===== src/rtl/stream_arbiter.sv =====
// Round-robin arbiter sharing one valid/ready stream master among NUM_REQ requesters.
// Grants are held until end of packet, burst limit or the granted requester goes idle;
// beats are forwarded through a one-deep registered output stage tagged with m_id.
module stream_arbiter #(
  parameter int unsigned NUM_REQ   = 4,
  parameter int unsigned DATA_W    = 8,
  parameter int unsigned BURST_MAX = 4,
  parameter int unsigned ID_W      = $clog2(NUM_REQ)
) (
  input  logic                      clk,
  input  logic                      nrst,
  input  logic [NUM_REQ-1:0]        req_valid,
  input  logic [NUM_REQ*DATA_W-1:0] req_data,
  input  logic [NUM_REQ-1:0]        req_last,
  output logic [NUM_REQ-1:0]        req_ready,
  output logic                      m_valid,
  output logic [DATA_W-1:0]         m_s_data,
  output logic                      m_last,
  output logic [ID_W-1:0]           m_id,
  input  logic                      s_ready,
  output logic                      busy
);

  typedef enum logic [0:0] {StIdle, StGrant} state_e;

  state_e            state_q, state_d;
  logic [ID_W-1:0]   gnt_q, gnt_d;
  logic [ID_W-1:0]   ptr_q, ptr_d;
  logic [7:0]        beat_cnt_q, beat_cnt_d;
  logic              m_valid_q, m_valid_d;
  logic [DATA_W-1:0] m_data_q, m_data_d;
  logic              m_last_q, m_last_d;
  logic [ID_W-1:0]   m_id_q, m_id_d;

  logic              found;
  logic [ID_W-1:0]   winner;
  logic [ID_W:0]     sum;
  logic [ID_W-1:0]   gnt_inc;
  logic              gnt_valid;
  logic              gnt_last;
  logic [DATA_W-1:0] gnt_data;
  logic              gnt_ready;
  logic              accept;

  // First valid requester searching upward from ptr, wrapping modulo NUM_REQ.
  always_comb begin
    found  = 1'b0;
    winner = '0;
    sum    = '0;
    for (int i = 0; i < int'(NUM_REQ); i++) begin
      sum = {1'b0, ptr_q} + (ID_W+1)'(i);
      if (sum >= (ID_W+1)'(NUM_REQ)) begin
        sum = sum - (ID_W+1)'(NUM_REQ);
      end
      if (!found && req_valid[sum[ID_W-1:0]]) begin
        found  = 1'b1;
        winner = sum[ID_W-1:0];
      end
    end
  end

  // Select the granted requester's beat.
  always_comb begin
    gnt_data = '0;
    for (int i = 0; i < int'(NUM_REQ); i++) begin
      if (ID_W'(i) == gnt_q) begin
        gnt_data = req_data[i*DATA_W +: DATA_W];
      end
    end
  end

  assign gnt_valid = req_valid[gnt_q];
  assign gnt_last  = req_last[gnt_q];
  assign gnt_inc   = (gnt_q == ID_W'(NUM_REQ - 1)) ? '0 : gnt_q + 1'b1;

  // Ready never depends on req_valid; it is suppressed while reset is asserted.
  assign gnt_ready = (state_q == StGrant) && !nrst && (!m_valid_q || s_ready);
  assign req_ready = gnt_ready ? (NUM_REQ'(1) << gnt_q) : '0;
  assign accept    = gnt_ready && gnt_valid;

  // Next-state logic for the arbitration FSM and the output stage.
  always_comb begin
    state_d    = state_q;
    gnt_d      = gnt_q;
    ptr_d      = ptr_q;
    beat_cnt_d = beat_cnt_q;
    m_valid_d  = m_valid_q;
    m_data_d   = m_data_q;
    m_last_d   = m_last_q;
    m_id_d     = m_id_q;

    unique case (state_q)
      StIdle: begin
        if (found) begin
          gnt_d      = winner;
          beat_cnt_d = '0;
          state_d    = StGrant;
        end
      end
      StGrant: begin
        if (!gnt_valid) begin
          // Granted requester went idle: release without accepting.
          state_d = StIdle;
          ptr_d   = gnt_inc;
        end else if (accept) begin
          beat_cnt_d = beat_cnt_q + 8'd1;
          if (gnt_last || (beat_cnt_d == 8'(BURST_MAX))) begin
            state_d = StIdle;
            ptr_d   = gnt_inc;
          end
        end
      end
      default: state_d = StIdle;
    endcase

    // A new beat replaces a draining one with no bubble.
    if (accept) begin
      m_valid_d = 1'b1;
      m_data_d  = gnt_data;
      m_last_d  = gnt_last;
      m_id_d    = gnt_q;
    end else if (m_valid_q && s_ready) begin
      m_valid_d = 1'b0;
    end
  end

  // State and output-stage registers with synchronous active-high reset.
  always_ff @(posedge clk) begin
    if (nrst) begin
      state_q    <= StIdle;
      gnt_q      <= '0;
      ptr_q      <= '0;
      beat_cnt_q <= '0;
      m_valid_q  <= 1'b0;
      m_data_q   <= '0;
      m_last_q   <= 1'b0;
      m_id_q     <= '0;
    end else begin
      state_q    <= state_d;
      gnt_q      <= gnt_d;
      ptr_q      <= ptr_d;
      beat_cnt_q <= beat_cnt_d;
      m_valid_q  <= m_valid_d;
      m_data_q   <= m_data_d;
      m_last_q   <= m_last_d;
      m_id_q     <= m_id_d;
    end
  end

  assign m_valid  = m_valid_q;
  assign m_s_data = m_data_q;
  assign m_last   = m_last_q;
  assign m_id     = m_id_q;
  assign busy     = (state_q == StGrant);

endmodule


===== config.mk =====
export PLATFORM = sky130hd
export DESIGN_NAME = stream_arbiter
export DESIGN_NICKNAME = d
export VERILOG_FILES = /design/src/rtl/stream_arbiter.sv
export SDC_FILE = /design/constraint.sdc
export NUM_CORES = 1
export LEC_CHECK = 0
export CORE_ASPECT_RATIO = 0.5
export CORE_UTILIZATION = 40
export DETAILED_ROUTE_END_ITERATION = 12
export GPL_TIMING_DRIVEN = 0
export PLACE_DENSITY = 0.74
export SKIP_LAST_GASP = 1
export SYNTH_ARGS = -nofsm -noshare
export SYNTH_HDL_FRONTEND = slang
export SYNTH_SLANG_ARGS = --single-unit

===== constraint.sdc =====
create_clock -name clk -period 4.5 [get_ports clk]
set_input_delay 0.45 -clock clk [delete_from_list [all_inputs] [get_ports clk]]
set_output_delay 0.45 -clock clk [all_outputs]
set_load 0.01 [all_outputs]

## After elaboration in Yosys (flattened, before gate mapping)

Cells that the tools add are included.

| word-level totals | value |
|---|---|
| flip-flop bits (word level) | 25 |
| bits in latches | 0 |
| memory bits (writable) | 0 |
| memory bits (read-only) | 0 |
| bits of input ports | 43 |
| memories kept | 0 |

| operators by class | value |
|---|---|
| $add $sub $neg | 9 |
| $mul | 0 |
| divide/modulo/power cells | 0 |
| $lt $le $gt $ge | 9 |
| equality and inequality tests | 10 |
| shift-type cells | 1 |
| multiplexer cells | 44 |
| bitwise logic cells | 1 |
| reductions and logical operators | 19 |

Operator list:

| operator | count |
|---|---|
| $mux W8 | 7 |
| $mux W2 | 12 |
| $mux W1 | 16 |
| $pmux W8 S2 | 1 |
| $lt A2 B3 Y1 const B | 5 |
| $bmux W1 S2 | 6 |
| $ge A3 B3 Y1 const B | 3 |
| $add A8 B1 Y8 const B | 1 |
| $eq A8 B3 Y1 const B | 1 |
| $ne A2 B1 Y1 const B | 4 |
| $sub A2 B1 Y2 const B | 4 |
| $logic_and A1 B1 Y1 | 7 |
| $add A2 B2 Y3 const B | 2 |
| $reduce_and A3 Y1 | 2 |
| $logic_not A1 Y1 | 5 |
| $eq A2 B2 Y1 const A | 2 |
| $mux W4 | 1 |
| $shl A1 B2 Y4 const A | 1 |
| $add A2 B1 Y3 const B | 1 |
| $ge A2 B3 Y1 const B | 1 |
| $add A2 B1 Y2 const B | 1 |
| $eq A1 B2 Y1 const A | 1 |
| $eq A2 B2 Y1 const B | 1 |
| $logic_not A2 Y1 | 1 |
| 6 further kinds | 7 |

## Longest topological paths before layout

| depth | value |
|---|---|
| depth in word-level cells | 16 |
| mapped depth | 8 |
| mapped depth without buffers | 7 |

## Worst setup path before layout

Ideal clock, no wire load.

| path | value |
|---|---|
| path type | register to output |
| start | reg gnt_q[0] |
| end | out req_ready[3] |
| data arrival time | 1.372 ns |
| data required time | 4.050 ns |
| path slack | 2.678 ns |
| cell stages (with the launch flop) | 5 |
| path buffers | 2 |
| cell sequence | dfxtp_1 ha_1 clkbuf_1 clkbuf_1 and3_1 |

| between the ends | value |
|---|---|
| word-level cells in the longest chain between the ends | 2 |

RTL lines:

| what | line | text |
|---|---|---|
| from (decl) | 27 | `logic [ID_W-1:0] gnt_q, gnt_d;` |
| from (signal assigned) | 140 | `gnt_q <= gnt_d;` |
| $shl A1 B2 Y4 | 78 | `assign req_ready = gnt_ready ? (NUM_REQ'(1) << gnt_q) : '0;` |
| $mux W4 | 78 |  |
| to (decl) | 15 | `output logic [NUM_REQ-1:0] req_ready,` |

Every way passes these cells.

## Worst setup path after layout

Ends and elaborated chain as after synthesis.

==> metrics.txt <==
# TYPE chip_impl_metric gauge
chip_impl_info{name="synth.top_cells.by_area",value="dfxtp_1 (32%), nor2b_1 (8.1%), a21oi_1 (5.8%)"} 1
chip_impl_metric{name="fin_crit",unit="ns"} 2.94
chip_impl_metric{name="internal_portion_of_total_power",unit="mW"} 0.390
chip_impl_metric{name="die_w",unit="um"} 90.0
chip_impl_metric{name="maximum_number_of_pins_on_one_net_before_global_route_repair",unit=""} 15
chip_impl_metric{name="critical_path_buf_inv_count",unit=""} 3
chip_impl_info{name="cpMaxStageDelayCell",value="clkdlybuf4s50_1"} 1
chip_impl_metric{name="cts.path.max_buffers",unit=""} 2
chip_impl_info{name="timing.critical_path.mode_cell",value="clkbuf_1"} 1
chip_impl_metric{name="final_core_util",unit="%"} 62.8
chip_impl_metric{name="place.detailed.instances",unit=""} 302
chip_impl_metric{name="pin_count",unit=""} 60
chip_impl_metric{name="fp.dieH",unit="um"} 46.0
chip_impl_info{name="timing.critical_path.cells",value="ha_1 -> clkbuf_1 -> clkbuf_1 -> and3_1 -> clkdlybuf4s50_1"} 1
chip_impl_info{name="run_status",value="finished, final reports clean"} 1
chip_impl_metric{name="clock_insertion_delay_worst_skew",unit="ns"} 0.27
chip_impl_metric{name="hpwl",unit="mm"} 3.32
chip_impl_metric{name="timing_hold_violations_final",unit=""} 0
chip_impl_metric{name="number_of_nets_with_antenna_violations_after_routing",unit=""} 0
chip_impl_metric{name="via_count_of_the_first_global_routing_pass",unit=""} 1474
chip_impl_metric{name="die-area",unit="um2"} 4140
chip_impl_metric{name="netlist_instances",unit=""} 193
chip_impl_metric{name="tritoncts.num_buffers",unit=""} 3
chip_impl_info{name="tritoncts_clock_tree",value="built"} 1
chip_impl_metric{name="cts.repair_timing.setup_buffer_count",unit=""} 0
chip_impl_metric{name="syn_to_final_growth",unit="%"} 44.6
chip_impl_metric{name="synth_fp_nets",unit=""} 241
chip_impl_metric{name="seq_area_frac_synth",unit="%"} 32.3
chip_impl_metric{name="total_power",unit="mW"} 0.552
chip_impl_info{name="cts.root.buffer_cell",value="clkbuf_8"} 1
chip_impl_metric{name="drt_wl_total",unit="mm"} 4.21
chip_impl_metric{name="core_area",unit="um2"} 3570
chip_impl_metric{name="fraction_of_layout_cells_with_a_size_suffix_above_1",unit="%"} 4.71
chip_impl_metric{name="maxCapViolations",unit=""} 0
chip_impl_metric{name="global_route_wire_length_before_repair",unit="mm"} 6.71
chip_impl_metric{name="place_congestion",unit=""} 0.781
chip_impl_metric{name="synth-async-reset-ratio",unit="%"} 0
chip_impl_metric{name="synth_cell_types",unit=""} 39
chip_impl_metric{name="io_buffers",unit=""} 58
chip_impl_metric{name="track_usage",unit="%"} 20.7
chip_impl_metric{name="min_path_cells",unit=""} 2
chip_impl_metric{name="leakage",unit="nW"} 0.806
chip_impl_metric{name="grt_remaining_overflow",unit=""} 0
chip_impl_metric{name="post_drt_via_cell_ratio",unit=""} 5.39
chip_impl_metric{name="post_cts_resized",unit=""} 0
chip_impl_metric{name="r2r_cells",unit=""} 6
chip_impl_info{name="timing.critical_path.max_delay_family",value="buffers and inverters"} 1
chip_impl_metric{name="required_arrival_time_at_the_worst_endpoint",unit="ns"} 4.05
chip_impl_metric{name="max_stage_delay",unit="ns"} 0.53
chip_impl_metric{name="data_arrival_critical_path",unit="ns"} 2.49
chip_impl_metric{name="worst-slew-pin-transition",unit="ns"} 0.589
chip_impl_metric{name="drt_first_pass_iters",unit=""} 4
chip_impl_metric{name="p_clk_share",unit="%"} 24.2
chip_impl_metric{name="remaining_drc_errors",unit=""} 0
chip_impl_metric{name="tns",unit="ns"} 0
chip_impl_info{name="synthMostInstantiatedCell",value="dfxtp_1"} 1
chip_impl_metric{name="drt_first_iter_violations",unit=""} 47
chip_impl_metric{name="worst_slew_margin_rel",unit="%"} 60.6
chip_impl_info{name="critPathKind",value="flop to output port"} 1
chip_impl_metric{name="period_share",unit="%"} 65.4
chip_impl_metric{name="p_per_area",unit="nW/um2"} 246
chip_impl_metric{name="insertedDiodeCount",unit=""} 0
chip_impl_metric{name="fmax",unit="GHz"} 0.340
chip_impl_metric{name="core.rowCount",unit=""} 15
chip_impl_metric{name="postPlaceCellArea",unit="um2"} 2190
chip_impl_metric{name="switching_share",unit="%"} 29.4
chip_impl_metric{name="net-switching-power",unit="mW"} 0.162
chip_impl_metric{name="critical_path_depth",unit=""} 5
chip_impl_metric{name="fillerInstances",unit=""} 336
chip_impl_metric{name="finalNonFillerCells",unit=""} 306
chip_impl_metric{name="num_vias",unit=""} 1650
chip_impl_info{name="yosys.area.top_type",value="dfxtp_1"} 1
chip_impl_metric{name="netlist_area",unit="um2"} 1550
chip_impl_metric{name="postSynthAreaPerCell",unit="um2"} 8.03
chip_impl_metric{name="synth-warning-count",unit=""} 0
chip_impl_metric{name="h_tree_level_count",unit=""} 1
chip_impl_metric{name="route.detailed.wl_per_inst",unit="um"} 13.8
chip_impl_metric{name="maxSlewViolCount",unit=""} 0
chip_impl_metric{name="start_util",unit="%"} 43.5
chip_impl_metric{name="clock-sinks",unit=""} 25
chip_impl_metric{name="post-synth-top-area-fraction",unit="%"} 32.3
chip_impl_metric{name="layout.cell_area.non_filler",unit="um2"} 2240
chip_impl_metric{name="clk_pin_slew",unit="ns"} 0.09
chip_impl_metric{name="peakVddDrop",unit="V"} 0.000139
chip_impl_metric{name="timing.clock.skew",unit="ns"} 0.00737
chip_impl_metric{name="combinationalPowerShare",unit="%"} 31.4
chip_impl_info{name="dominantRegCellSynth",value="dfxtp_1"} 1
chip_impl_metric{name="synth_seq_cells",unit=""} 25
chip_impl_info{name="grt_setup_unrepaired",value="no"} 1
chip_impl_metric{name="number_of_antenna_violations_at_the_first_check_in_global_routing",unit=""} 0
chip_impl_info{name="post_synth_most_frequent_cells",value="dfxtp_1 (25), nor2b_1 (20), a21oi_1 (18), nor2_1 (14)"} 1
chip_impl_metric{name="finalSetupViolCount",unit=""} 0
chip_impl_metric{name="power.share.sequential",unit="%"} 44.4
chip_impl_info{name="worst_setup_path_start_kind",value="flop"} 1
chip_impl_metric{name="post_synth_edffs",unit=""} 0
chip_impl_metric{name="post_cts_hold_buffer_count",unit=""} 0
chip_impl_info{name="min_path_type",value="flop to flop"} 1
chip_impl_metric{name="final_net_count",unit=""} 304
chip_impl_info{name="end_kind",value="output port"} 1
chip_impl_metric{name="crit_fanout",unit=""} 10
==> sequential cells by signal (all words and copies together) (netlist names) <==
register    flops
beat_cnt_q      8
busy            1
gnt_q           2
m_id            2
m_last          1
m_s_data        8
m_valid         1
ptr_q           2
==> area by class of cell <==
cell class / count / area (um2) / area share, %
Inverter: 6 / 22.5 / 1.01
Multi-Input combinational cell: 149 / 966 / 43.1
Clock inverter: 1 / 5.00 / 0.223
Timing Repair Buffer: 58 / 581 / 25.9
Tap cell: 51 / 63.8 / 2.85
Clock buffer: 3 / 41.3 / 1.84
Buffer: 13 / 61.3 / 2.74
Sequential cell: 25 / 500 / 22.3
==> power groups by stage <==
stage	registers, mW	clock network [mW]	logic, mW
floorplan	0.252	0	0.0928
global placement	0.250	0	0.171
detailed placement	0.250	0	0.174
CTS	0.245	0.136	0.174
global route	0.247	0.146	0.193
finish	0.245	0.133	0.174
==> worst min-delay path: stages, from the launching register on <==
cell     delay [ns]
dfxtp_1        0.33
nand2_1        0.06
a21oi_1        0.05
==> through the flow <==
step	setup slack [ns]	hold slack (ns)
2_1_floorplan	2.68	0.460
3_3_place_gp	1.91	0.455
3_5_place_dp	1.88	0.463
4_1_cts	1.57	0.480
5_1_grt	1.40	0.491
6_report	1.56	0.481
==> metal layers <==
layer / routed length (um) / track usage, % / part of all wire, % / vias up
met1: 2000 / 26.1 / 47 / 760
met5: 0 / 0 / 0 / -
met4: 35 / 5.16 / 0.83 / 0
met3: 261 / 5.17 / 6.2 / 4
met2: 1920 / 36.8 / 46 / 53
li1: - / - / - / 833
==> placed cells by master, fill, tap and decap left out, types with 2 or more instances in the layout <==
cell type / count
clkdlybuf4s50_1: 58
dfxtp_1: 25
nor2b_1: 20
a21oi_1: 18
nor2_1: 14
a211oi_1: 11
nand2_1: 11
clkbuf_1: 10
nor3_1: 10
o21ai_0: 10
a221oi_1: 8
and3_1: 6
inv_1: 6
nand3b_1: 5
ha_1: 5
nand3_1: 4
nand2b_1: 3
a31oi_1: 3
clkbuf_8: 3
a211o_1: 2
o22ai_1: 2
==> cell families after synthesis <==
kind of cell,Yosys count,share of synthesized area [%]
fa+ha+maj,5,4.04
simple gates,84,30.8
xor+xnor,1,0.565
flops,25,32.3
mux,2,3.15
buf+inv,19,5.41
compound gates,57,23.7
==> worst paths after layout <==
check / to / slack (ns) / startpoint
max: req_ready[3] / 1.56 / gnt_q[0]$_SDFFE_PP0P_
min: m_last$_SDFFE_PP0P_ / 0.48 / m_last$_SDFFE_PP0P_
max reg2reg: beat_cnt_q[3]$_SDFFE_PP0P_ / 2.45 / gnt_q[0]$_SDFFE_PP0P_
min reg2reg: m_last$_SDFFE_PP0P_ / 0.48 / m_last$_SDFFE_PP0P_
Note: power is estimated with default switching activity, not from simulation.
